===== src/rtl/vedic_seq_mul_ctrl_if.sv =====
// Operand/result handshake bundle for the sequential vedic multiplier controller.
// The master side is the operand source plus result sink; the slave side is the controller.
interface vedic_seq_mul_ctrl_if #(
  parameter int NIB = 2
);
  logic               in_valid;
  logic               in_ready;
  logic [4*NIB-1:0]   a;
  logic [4*NIB-1:0]   b;
  logic               out_valid;
  logic               out_ready;
  logic [8*NIB-1:0]   p;

  modport master (
    output in_valid, a, b, out_ready,
    input  in_ready, out_valid, p
  );

  modport slave (
    input  in_valid, a, b, out_ready,
    output in_ready, out_valid, p
  );
endinterface


===== src/rtl/vedic_seq_mul_ctrl.sv =====
// Wide unsigned multiplier built by time-sharing one 4x4 vedic core over all nibble pairs.
// The helper cores (2x2 vedic cell, 8-bit ripple adder, 4x4 vedic multiplier) live here too.

module Vedic2x2 (
  input  logic [1:0] i_a,
  input  logic [1:0] i_b,
  output logic [3:0] o_s
);
  logic w_c1;

  assign w_c1   = i_a[1] & i_b[0] & i_a[0] & i_b[1];
  assign o_s[0] = i_a[0] & i_b[0];
  assign o_s[1] = (i_a[1] & i_b[0]) ^ (i_a[0] & i_b[1]);
  assign o_s[2] = (i_a[1] & i_b[1]) ^ w_c1;
  assign o_s[3] = i_a[1] & i_b[1] & w_c1;
endmodule

module FullAdder8 (
  input  logic [7:0] i_x,
  input  logic [7:0] i_y,
  input  logic       i_cin,
  output logic [7:0] o_sum,
  output logic       o_cout
);
  logic r_carry;

  // Bit-serial ripple chain; the carry variable threads through the loop.
  always_comb begin
    o_sum   = '0;
    r_carry = i_cin;
    for (int n = 0; n < 8; n++) begin
      o_sum[n] = i_x[n] ^ i_y[n] ^ r_carry;
      r_carry  = (i_x[n] & i_y[n]) | (r_carry & (i_x[n] ^ i_y[n]));
    end
    o_cout = r_carry;
  end
endmodule

module vedic4x4_8bitFA (
  input  logic [3:0] i_a,
  input  logic [3:0] i_b,
  output logic [8:0] o_s
);
  logic [3:0] w_q0, w_q1, w_q2, w_q3;
  logic [7:0] w_mid, w_hi, w_lo;
  logic       w_c1, w_c2, w_c3;

  Vedic2x2 u_q0 (.i_a(i_a[1:0]), .i_b(i_b[1:0]), .o_s(w_q0));
  Vedic2x2 u_q1 (.i_a(i_a[3:2]), .i_b(i_b[1:0]), .o_s(w_q1));
  Vedic2x2 u_q2 (.i_a(i_a[1:0]), .i_b(i_b[3:2]), .o_s(w_q2));
  Vedic2x2 u_q3 (.i_a(i_a[3:2]), .i_b(i_b[3:2]), .o_s(w_q3));

  // The two cross terms share weight 4; the high term has weight 16.
  FullAdder8 u_addMid (.i_x({2'b00, w_q1, 2'b00}), .i_y({2'b00, w_q2, 2'b00}),
                       .i_cin(1'b0), .o_sum(w_mid), .o_cout(w_c1));
  FullAdder8 u_addHi  (.i_x(w_mid), .i_y({w_q3, 4'b0000}),
                       .i_cin(1'b0), .o_sum(w_hi), .o_cout(w_c2));
  FullAdder8 u_addLo  (.i_x(w_hi), .i_y({4'b0000, w_q0}),
                       .i_cin(1'b0), .o_sum(w_lo), .o_cout(w_c3));

  assign o_s = {w_c1 | w_c2 | w_c3, w_lo};
endmodule

module vedic_seq_mul_ctrl #(
  parameter int NIB   = 2,
  parameter int CNT_W = 16
) (
  input  logic                 clk,
  input  logic                 rst,
  input  logic                 abort,
  vedic_seq_mul_ctrl_if.slave  bus,
  output logic                 busy,
  output logic [CNT_W-1:0]     done_cnt
);
  localparam int OP_W   = 4 * NIB;
  localparam int ACC_W  = 8 * NIB;
  localparam int STEPS  = NIB * NIB;
  localparam int STEP_W = $clog2(STEPS + 1);
  localparam int IDX_W  = (NIB > 1) ? $clog2(NIB) : 1;

  typedef enum logic [1:0] {IDLE, MUL, DONE} state_t;

  state_t             r_state;
  logic [OP_W-1:0]    r_aReg, r_bReg;
  logic [ACC_W-1:0]   r_acc, r_p;
  logic               r_outValid, r_busy;
  logic [CNT_W-1:0]   r_doneCnt;
  logic [STEP_W-1:0]  r_step;
  logic [IDX_W-1:0]   r_aIdx, r_bIdx;

  logic [3:0]         w_aNib, w_bNib;
  logic [8:0]         w_coreS;
  logic [5:0]         w_shift;
  logic [ACC_W-1:0]   w_partial, w_accNext;
  logic               w_lastStep;

  always_comb begin
    w_aNib = '0;
    w_bNib = '0;
    for (int n = 0; n < NIB; n++) begin
      if (r_aIdx == IDX_W'(n)) w_aNib = r_aReg[4*n +: 4];
      if (r_bIdx == IDX_W'(n)) w_bNib = r_bReg[4*n +: 4];
    end
  end

  vedic4x4_8bitFA u_core (.i_a(w_aNib), .i_b(w_bNib), .o_s(w_coreS));

  // Core bit 8 is masked off; the partial product is zero-extended before the shift.
  assign w_shift    = {4'(r_aIdx) + 4'(r_bIdx), 2'b00};
  assign w_partial  = ACC_W'(w_coreS & 9'h0FF) << w_shift;
  assign w_accNext  = r_acc + w_partial;
  assign w_lastStep = (r_step == STEP_W'(STEPS - 1));

  assign bus.in_ready  = (r_state == IDLE) & ~rst;
  assign bus.out_valid = r_outValid;
  assign bus.p         = r_p;
  assign busy          = r_busy;
  assign done_cnt      = r_doneCnt;

  always_ff @(posedge clk) begin
    if (rst) begin
      r_state    <= IDLE;
      r_aReg     <= '0;
      r_bReg     <= '0;
      r_acc      <= '0;
      r_p        <= '0;
      r_outValid <= 1'b0;
      r_busy     <= 1'b0;
      r_doneCnt  <= '0;
      r_step     <= '0;
      r_aIdx     <= '0;
      r_bIdx     <= '0;
    end else if (abort) begin
      r_state    <= IDLE;
      r_outValid <= 1'b0;
      r_busy     <= 1'b0;
      r_acc      <= '0;
      r_step     <= '0;
      r_aIdx     <= '0;
      r_bIdx     <= '0;
    end else begin
      case (r_state)
        IDLE: begin
          if (bus.in_valid) begin
            r_aReg  <= bus.a;
            r_bReg  <= bus.b;
            r_acc   <= '0;
            r_step  <= '0;
            r_aIdx  <= '0;
            r_bIdx  <= '0;
            r_busy  <= 1'b1;
            r_state <= MUL;
          end
        end
        MUL: begin
          r_acc  <= w_accNext;
          r_step <= r_step + 1'b1;
          // a nibble index runs fastest; b advances when a wraps.
          if (r_aIdx == IDX_W'(NIB - 1)) begin
            r_aIdx <= '0;
            r_bIdx <= r_bIdx + 1'b1;
          end else begin
            r_aIdx <= r_aIdx + 1'b1;
          end
          if (w_lastStep) begin
            r_p        <= w_accNext;
            r_outValid <= 1'b1;
            r_state    <= DONE;
          end
        end
        DONE: begin
          if (bus.out_ready) begin
            r_outValid <= 1'b0;
            r_busy     <= 1'b0;
            r_state    <= IDLE;
            if (r_doneCnt != '1) r_doneCnt <= r_doneCnt + 1'b1;
          end
        end
        default: r_state <= IDLE;
      endcase
    end
  end
endmodule


===== src/flat_wrapper.sv =====
// flat-port wrapper written by rule: the top's interface ports become plain ports
module vedic_seq_mul_ctrl_flat 
#(
  parameter int NIB   = 2,
  parameter int CNT_W = 16
)
  (clk, rst, abort, busy, done_cnt, bus_in_valid, bus_a, bus_b, bus_out_ready, bus_in_ready, bus_out_valid, bus_p);
  vedic_seq_mul_ctrl_if #(.NIB(NIB)) bus_i ();
  input  logic clk;
  input  logic rst;
  input  logic abort;
  output logic busy;
  output logic [CNT_W-1:0] done_cnt;
  input wire logic [$bits(bus_i.in_valid)-1:0] bus_in_valid;
  input wire logic [$bits(bus_i.a)-1:0] bus_a;
  input wire logic [$bits(bus_i.b)-1:0] bus_b;
  input wire logic [$bits(bus_i.out_ready)-1:0] bus_out_ready;
  output wire logic [$bits(bus_i.in_ready)-1:0] bus_in_ready;
  output wire logic [$bits(bus_i.out_valid)-1:0] bus_out_valid;
  output wire logic [$bits(bus_i.p)-1:0] bus_p;
  assign bus_i.in_valid = bus_in_valid;
  assign bus_i.a = bus_a;
  assign bus_i.b = bus_b;
  assign bus_i.out_ready = bus_out_ready;
  assign bus_in_ready = bus_i.in_ready;
  assign bus_out_valid = bus_i.out_valid;
  assign bus_p = bus_i.p;
  vedic_seq_mul_ctrl #(.NIB(NIB), .CNT_W(CNT_W)) u_core (.clk(clk), .rst(rst), .abort(abort), .bus(bus_i), .busy(busy), .done_cnt(done_cnt));
endmodule

===== config.mk =====
export PLATFORM = sky130hd
export DESIGN_NAME = vedic_seq_mul_ctrl_flat
export DESIGN_NICKNAME = d
export VERILOG_FILES = /design/src/rtl/vedic_seq_mul_ctrl_if.sv /design/src/rtl/vedic_seq_mul_ctrl.sv /design/src/flat_wrapper.sv
export SDC_FILE = /design/constraint.sdc
export NUM_CORES = 1
export LEC_CHECK = 0
export ABC_AREA = 1
export BUFFER_PORTS_ARGS = -buffer_cell sky130_fd_sc_hd__buf_2
export CAP_MARGIN = 20
export CORE_MARGIN = 5
export CORE_UTILIZATION = 54
export CTS_BUF_LIST = sky130_fd_sc_hd__clkbuf_4
export DETAILED_ROUTE_END_ITERATION = 10
export GPL_TIMING_DRIVEN = 0
export MAX_ROUTING_LAYER = met4
export PLACE_DENSITY_LB_ADDON = 0.12
export SLEW_MARGIN = 20
export SYNTH_ARGS = -nofsm -noshare
export SYNTH_HDL_FRONTEND = slang
export SYNTH_SLANG_ARGS = --single-unit
export TNS_END_PERCENT = 1

===== constraint.sdc =====
create_clock -name clk -period 15.67 [get_ports clk]
set_input_delay 0.7835 -clock clk [delete_from_list [all_inputs] [get_ports clk]]
set_output_delay 0.7835 -clock clk [all_outputs]
set_load 0.05 [all_outputs]

; After elaboration in Yosys (flattened, before gate mapping)
; Cells that the tools add are included.
[op_classes]
n_reduce_logical = 13
shift = 1
n_bitwise = 83
eq_ne = 8
mux = 20
addsub = 6
[op_table]
columns = operator, n
row1 = 1-bit bitwise AND, 47
row2 = 16-bit one-hot mux with 2 select lines, 1
row3 = 1-bit bitwise XOR, 28
row4 = 3-bit AND reduction, 6
row5 = 16-bit by 1-bit adder with 16-bit output (second input constant), 1
row6 = 16-bit adder, 1
row7 = 16-bit 2-to-1 mux, 1
row8 = 16-bit != test (second input constant), 1
row9 = 8-bit by 6-bit << shifter with 16-bit output, 1
row10 = 4-bit 2-to-1 mux, 2
row11 = 1-bit one-hot mux with 2 select lines, 4
row12 = 1-bit 2-to-1 mux, 6
row13 = 2-bit 2-to-1 mux, 3
row14 = 1-bit OR, 6
row15 = 2-bit one-hot mux with 3 select lines, 1
row16 = 3-bit one-hot mux with 2 select lines, 1
row17 = 2-bit nonzero test, 3
row18 = 2-bit by 1-bit != test with 1-bit output (second input constant), 2
row19 = 2-bit != test (second input constant), 2
row20 = 4-bit AND reduction, 1
row21 = 3-bit by 1-bit adder with 3-bit output (second input constant), 1
row22 = 3-bit by 2-bit equality test with 1-bit output (second input constant), 1
row23 = 3-bit 2-to-1 mux, 1
row24 = 1-bit adder (second input constant), 2
row25 = other kinds (7), 8
[word_totals]
out_inout_bits = 35
regBits = 73
elab_cells = 142
inputBits = 21

; Longest topological paths before layout
; Gate-level depths: netlist of run 1.
[logic_depth]
depth_word = 19
mapped_depth = 38
ltp_nobuf = 38

; Hierarchy
; A second synthesis of run 1 with hierarchy kept.
[unflattened]
hier_cells = 772
hier_area_um2 = 5002.3
[modules_own_cells]
columns = module, cells_each, area_per_inst_um2, instances
row1 = vedic_seq_mul_ctrl, 666, 4174.0, 1
row2 = FullAdder8, 18, 197.7, 3
row3 = Vedic2x2, 12, 55.1, 4
row4 = vedic4x4_8bitFA, 4, 15.0, 1

; Worst setup path after synthesis of run 1
; OpenSTA, ideal clock, no wires.
[synth_path]
path_kind = register -> register
start = reg u_core.r_aIdx
end = reg u_core.r_p[8] (netlist: u_core.bus.p[8])
required_time_ps = 15553
setup_slack_ps = 10555
stages_incl_launch_ff = 32
arrival_time_ps = 4999
synth_period_minus_slack_ps = 5115
setup_time_ps = 117
cell_sequence = dfxtp_1 inv_2 or2_2 o21ai_0 inv_1 nand2_1 nor3_1 ha_1 fa_1 fa_1 fa_1 inv_1 fa_1 inv_1 ha_1 inv_1 nand2_1 nand2_1 nand2_1 nand3_1 nand2_1 nor2_1 ha_1 a21oi_1 o21ai_0 inv_1 nand2_1 or2_2 nand2_1 nand2_1 o211ai_1 inv_1
[synth_via]
elab_chain_cells = 18
word_cells_on_any_way = 84
cone_classes = add/sub (2) / shift (1) / mux (1) / bitwise (80)
[synth_rtl]
columns = element, line
row1 = start: declaration, vedic_seq_mul_ctrl.sv:89  ; logic [IDX_W-1:0] r_aIdx, r_bIdx;
row2 = start signal: assignment, vedic_seq_mul_ctrl.sv:163  ; r_aIdx <= r_aIdx + 1'b1;
row3 = 4-bit 2-to-1 mux, vedic_seq_mul_ctrl.sv:101  ; if (r_aIdx == IDX_W'(n)) w_aNib = r_aReg[4*n +: 4];
row4 = "1-bit bitwise AND, on equally long branches", "vedic_seq_mul_ctrl.sv:11, vedic_seq_mul_ctrl.sv:13"
row5 = 1-bit bitwise XOR or 1-bit bitwise AND (tied branches), "vedic_seq_mul_ctrl.sv:13, vedic_seq_mul_ctrl.sv:11"
row6 = 1-bit bitwise XOR or 1-bit bitwise AND (tied branches), "vedic_seq_mul_ctrl.sv:32, vedic_seq_mul_ctrl.sv:33, vedic_seq_mul_ctrl.sv:11"
row7 = 1-bit bitwise AND or 1-bit bitwise XOR (tied branches), "vedic_seq_mul_ctrl.sv:33, vedic_seq_mul_ctrl.sv:14"
row8 = 1-bit OR or 1-bit bitwise XOR (tied branches), "vedic_seq_mul_ctrl.sv:33, vedic_seq_mul_ctrl.sv:32"
row9 = 1-bit bitwise AND, vedic_seq_mul_ctrl.sv:33  ; r_carry = (i_x[n] & i_y[n]) | (r_carry & (i_x[n] ^ i_y[n]));
row10 = 1-bit OR, vedic_seq_mul_ctrl.sv:33
row11 = 1-bit bitwise XOR, vedic_seq_mul_ctrl.sv:32  ; o_sum[n] = i_x[n] ^ i_y[n] ^ r_carry;
row12 = 1-bit bitwise XOR, "vedic_seq_mul_ctrl.sv:32, vedic_seq_mul_ctrl.sv:33"
row13 = 1-bit bitwise AND, vedic_seq_mul_ctrl.sv:33
row14 = 1-bit OR, vedic_seq_mul_ctrl.sv:33
row15 = 1-bit bitwise AND, vedic_seq_mul_ctrl.sv:33
row16 = 1-bit OR, vedic_seq_mul_ctrl.sv:33
row17 = 1-bit bitwise XOR (2 in series), vedic_seq_mul_ctrl.sv:32
row18 = 8-bit by 6-bit << shifter with 16-bit output *, vedic_seq_mul_ctrl.sv:110  ; assign w_partial = ACC_W'(w_coreS & 9'h0FF) << w_shift;
row19 = 16-bit adder *, vedic_seq_mul_ctrl.sv:111  ; assign w_accNext = r_acc + w_partial;
row20 = end signal: assignment, vedic_seq_mul_ctrl.sv:166  ; r_p <= w_accNext;
row21 = end: declaration, vedic_seq_mul_ctrl.sv:85  ; logic [ACC_W-1:0] r_acc, r_p;
; Mark *: on every way between the ends. The rest lies on a longest branch, timed or not.
; A chain may end at the register's enable or synchronous reset.

; Worst setup path in the final report of run 1
; Same ends and word-level chain as after synthesis.

==> results.cfg, run 1 <==
[cells_and_area]
layout_common_cells = nand2_1 (148), nor2_1 (101), inv_1 (97)
fillCellCount = 784
finalNonFillerCells = 848
fin_util_pct = 62.2
drive_gt1_share_pct = 14.9
areaGrowthSynthToFinish_pct = 12.5
n_antenna_cell = 0
final_common_cell = nand2_1
nets = 795

[timing]
final-hold-violation-count = 0
setup_violations = 0
max_freq_ghz = 0.175
tightest_slew_ns = 0.606
min_period_over_period_pct = 36.4
fin_skew_ns = 0.0268
min_period_ns = 5.70
setup_tns_ns = 0
slew_violations = 0
rsz0062_at_grt = false
slew-limit-headroom_pct = 59.6

[drt]
wirelength_um = 11100
ant_nets = 0
detailedRoute.firstIterationViolations = 168
wl_per_cell_um = 13.0
first_pass_iters = 6
vias = 4266
drc = 0
avgViaCountPerCell = 5.03

[worst_hold_path]
hold_class = reg -> reg
min_path_cells = 2
worstHoldStart = u_core.r_aReg[0]

[die]
rows = 33
fp.dieH_um = 102
core-area_um2 = 8220
pin_count = 56
die_w_um = 102
start_util_pct = 55.3
die_area_um2 = 10400

[worst_setup_path]
arrival_ns = 6.06
cpPeakStageDelay_ns = 0.51
cpMaxStageDelayCell = dfxtp_1
crit_required_ns = 16.03
cp_max_fo = 9
path_class = reg -> reg
worst_path_most_repeated_cell = nand2_1
end_kind = flop
r2r_start = u_core.r_aIdx
startpoint = u_core.r_aIdx
worst_r2r_path_depth = 32
cp-start-kind = flop

[clock_network]
cts_tree = yes
post_cts_buffers = 0
clk_pin_slew_ns = 0.15
clock_path_buffers = 2
holdBufCountCts = 0
clock_latency_ns = 0.44
post_cts_resized = 0
clockRootBuffer = clkbuf_4
numClockSinks = 73
cts_buffers = 9
ctsHtreeMaxLevel = 3

[global_routing]
overflow = 0
grt_antenna_before_repair = 0
grt_max_degree = 14
grtUsageTotal_pct = 23.2
grt_pass1_vias = 4078
grt_pass1_wl_um = 18400

[pwr]
p_leak_nw = 2.57
peakVddDrop_v = 0.0000456
power.density_nw_per_um2 = 71.0

[outcome]
outcome = finished clean

[placed_design]
hpwlAfterDp_um = 8850
placed_cells = 832
port-buffer-count = 54
routabilityCongestion = 0.931

[logic_synthesis]
synth_area_um2 = 4550
ys_warn_count = 0
syn_nets = 730
ys_seq_area_share_pct = 32.1
synth_edf_count = 0
synth_cell_types = 39
postSynthAreaPerCell_um2 = 6.75
synth_flop_cell = dfxtp_1
ys_async_sr_fraction_pct = 0
netlist_instances = 673
synth_seq_cells = 73

[job]
max_cap_violations = 0
## power by group
part           total (mW)  switching, mW  internal [mW]
registers           0.190        0.00148          0.189
logic              0.0327         0.0224         0.0103
clock network       0.140         0.0724         0.0674
total               0.363         0.0963          0.266
## registers in the layout, indices dropped and copies added (netlist names)
register and cells:
u_core.bus.p 16, u_core.busy 1, u_core.r_aIdx 1, u_core.r_bIdx 1
u_core.bus.out_valid 1, u_core.r_state 2, u_core.r_acc 16, u_core.r_step 3
u_core.done_cnt 16, u_core.r_aReg 8, u_core.r_bReg 8
## critical path: cells and delay by family (launching register included)
kind,cells,cell delay (ns)
adders and majority gates,7,2.42
and+or+nand+nor,12,1.39
AOI/OAI and AO/OA,4,0.62
buffers and inverters,8,0.55
DFF,1,0.51
xor gates and xnor gates,1,0.16
## cell usage after synthesis, types with 3 or more instances
| master | number | area (µm²) |
|---|---|---|
| fa_1 | 7 | 140 |
| nor3_1 | 9 | 45.0 |
| nor2_1 | 101 | 379 |
| o21a_1 | 5 | 37.5 |
| ha_1 | 29 | 363 |
| buf_2 | 7 | 35.0 |
| clkbuf_1 | 7 | 26.3 |
| nand3_1 | 23 | 115 |
| nand2_1 | 148 | 556 |
| xnor2_1 | 4 | 35.0 |
| or2_2 | 4 | 25.0 |
| nand4_1 | 5 | 31.3 |
| dfxtp_1 | 73 | 1460 |
| inv_2 | 6 | 22.5 |
| nor2_4 | 4 | 45.0 |
| xor2_1 | 9 | 78.8 |
| o21ai_0 | 40 | 200 |
| nand3b_1 | 3 | 22.5 |
| inv_1 | 97 | 364 |
| nor2_2 | 6 | 37.5 |
| o21ai_1 | 4 | 20.0 |
| a21oi_1 | 54 | 270 |
| nand2_2 | 7 | 43.8 |
## routing by layer
metal,track usage (%),share of wire (%),up-vias
met5,-,0,-
met4,8.08,2.1,0
met3,5.10,4.9,14
met2,39.2,48,84
met1,27.0,45,1916
li1,-,-,2252
## kinds of logic after synthesis
group | count (synthesis) | synth area share [%]
buffers and inverters | 120 | 10.2
muxes | 1 | 0.220
AOI/OAI and AO/OA | 113 | 13.3
xor gates and xnor gates | 14 | 2.86
DFF | 73 | 32.1
and+or+nand+nor | 316 | 30.3
adders and majority gates | 36 | 11.1
## final timing paths
check / slack (ns) / to
setup reg to reg: 9.97 / u_core.bus.p[8]
hold reg to reg: 0.46 / u_core.r_aReg[0]
hold / removal: 0.46 / u_core.r_aReg[0]
setup / recovery: 9.97 / u_core.bus.p[8]
## stage by stage
stage	instance area (µm²)	hold WS (ns)	total power, mW	setup slack [ns]
floorplan	4550	0.424	0.216	10.55
global placement	4950	0.441	0.226	10.06
detailed placement	4950	0.444	0.227	9.98
CTS	5110	0.462	0.365	9.96
global route	5110	0.480	0.379	9.50
finish	5110	0.460	0.363	9.97
## cell type report
cell class	instances	area, µm²	area share [%]
sequential	73	1460	28.6
tap	105	131	2.57
timing repair buffer	54	270	5.29
clock buffer	10	75.1	1.47
buffer	17	76.3	1.49
multi-input combinational	480	2620	51.3
inverter	103	387	7.56
clock inverter	6	90.1	1.76
Note: power is estimated with default switching activity, not from simulation.
==> run 2: changes to the inputs <==
clock period = 4.65 ns   (was 15.67 ns; I/O delays follow)
==> run 2 against run 1 <==
Effect of this change:
- the run now ends with setup timing left
- die area is the same
- via count grew 4.6%
- clock power grew to 2.6 times the previous value
- combinational power grew to 4.2 times the previous value
- non-clock buffer count grew 21
- maximum frequency grew 14%
- hold slack lost 0.46 ns
- routed wire length grew 10%
- sequential share of layout area shrank 2.5 points
- register-to-register slack lost 10 ns
==> results.cfg, run 2 (synthesis gave the netlist of run 1 again) <==
[pwr]
peakVddDrop_v = 0.000139
p_leak_nw = 2.71
power.density_nw_per_um2 = 204

[clock_network]
cts_tree = yes
cts_buffers = 9
ctsHtreeMaxLevel = 3
clockRootBuffer = clkbuf_4
clock_latency_ns = 0.45
clk_pin_slew_ns = 0.14
numClockSinks = 73
clock_path_buffers = 2

[job]
max_cap_violations = 0

[placed_design]
port-buffer-count = 54
pre_cts_slack_ns = -0.733
routabilityCongestion = 0.902
hpwlAfterDp_um = 9030

[global_routing]
grtUsageTotal_pct = 24.4
grt_pass1_wl_um = 19400
grt_pass1_vias = 4330
grt_antenna_before_repair = 0
grt_max_degree = 14
overflow = 0

[outcome]
violations = setup timing
outcome = complete, but fails checks

[worst_setup_path]
end_kind = flop
cpPeakStageDelay_ns = 0.48
worst_path_most_repeated_cell = nand2_1
arrival_ns = 5.36
worst_r2r_path_depth = 32
cpMaxStageDelayCell = fa_1
reg2reg_to = u_core.bus.p[15]
crit_required_ns = 5.02
path_class = reg -> reg
cp_max_fo = 7
cp-start-kind = flop
r2r_start = u_core.r_aIdx
r2r_slack_ns = -0.34

[drt]
vias = 4464
avgViaCountPerCell = 5.14
ant_nets = 0
wl_per_cell_um = 14.0
wirelength_um = 12200
drc = 0
detailedRoute.firstIterationViolations = 140
first_pass_iters = 4

[timing]
setup_slack_ns = -0.345
max_freq_ghz = 0.200
tightest_slew_ns = 0.653
rsz0062_at_grt = true
fin_skew_ns = 0.0246
min_period_over_period_pct = 107
slew_violations = 0
slew-limit-headroom_pct = 56.5
setup_tns_ns = -4.64
final-hold-violation-count = 0
min_period_ns = 4.99
setup_violations = 19

[cells_and_area]
layout_common_cells = nand2_1 (121), nor2_1 (96), inv_1 (88)
multi_input_area_um2 = 2990
fillCellCount = 708
n_antenna_cell = 0
final_common_cell = nand2_1
nets = 816
register_area_um2 = 1470
areaGrowthSynthToFinish_pct = 23.5
drive_gt1_share_pct = 28.3

[die]
die_area_um2 = 10400
fp.dieH_um = 102
die_w_um = 102
pin_count = 56
core-area_um2 = 8220
rows = 33
start_util_pct = 55.3

[worst_hold_path]
hold_path_end = u_core.r_bReg[0]
worstHoldStart = bus_b[0]
hold_class = in -> reg
min_path_cells = 3
==> run 2: changes by cell type in the layout (fill, tap and decap cells not counted), sizes merged <==
| cell | previous run | this run |
|---|---|---|
| clkinv | 1 | 3 |
| buf | 64 | 85 |
| bufinv | 2 | 0 |
==> run 2: cell type report <==
class	instances	share of cell area [%]
inverters	103	6.93
multi-input cells	480	53.3
repair buffers	75	7.76
clock buffers	10	1.34
plain buffers	17	1.47
clock inverters	6	0.735
flip-flops and latches	73	26.1
well taps	105	2.34
==> run 2: metal layers <==
layer	track usage, %	vias to the layer above	share of wire, %
li1	-	2293	-
met1	28.7	2051	43
met2	40.9	99	50
met3	4.20	21	5.1
met4	10.5	0	2.4
met5	-	-	0
==> run 2: how the worst max path moves through the flow <==
stage	end	startpoint	slack, ns
after floorplan	u_core.bus.p[8]	u_core.r_aIdx	-0.09
after global placement	u_core.bus.p[11]	u_core.r_aIdx	-0.63
after detailed placement	u_core.bus.p[11]	u_core.r_aIdx	-0.73
after CTS	u_core.r_acc[13]	u_core.r_aIdx	-0.38
after global routing	u_core.r_acc[15]	u_core.r_aIdx	-0.62
final	u_core.bus.p[15]	u_core.r_aIdx	-0.34
==> run 2: repair_timing <==
item                                    in CTS  in global routing
setup buffers                               15                  7
gates resized for setup                     27                 69
hold buffers                                 0                  0
pin swaps                                   22                 40
endpoints found under the setup margin      20                 20
==> run 2: power breakdown <==
| part | leakage [nW] | switching (mW) | internal [mW] |
|---|---|---|---|
| Clock | 0.0671 | 0.251 | 0.117 |
| Sequential | 0.592 | 0.00676 | 0.636 |
| Combinational | 2.06 | 0.0873 | 0.0497 |
==> run 2: per-stage QoR <==
stage	utilization (%)	hold slack, ns	instance area [µm²]	power [mW]	instances
after floorplan	-	0.367	4610	0.730	673
after global placement	60.9	0.440	5010	0.765	832
after detailed placement	60.9	0.446	5010	0.768	832
after CTS	64.6	0.0105	5310	1.13	863
after global routing	68.3	0.0157	5610	1.20	869
final	68.3	0.00168	5610	1.15	869
==> run 2: worst max-delay path, delay by kind of cell, from the launching register on <==
family,cells,cell delay [ns]
compound gates,3,0.46
xor+xnor,1,0.13
fa+ha+maj,7,2.27
buf+inv,7,0.33
flops,1,0.45
simple gates,14,1.27
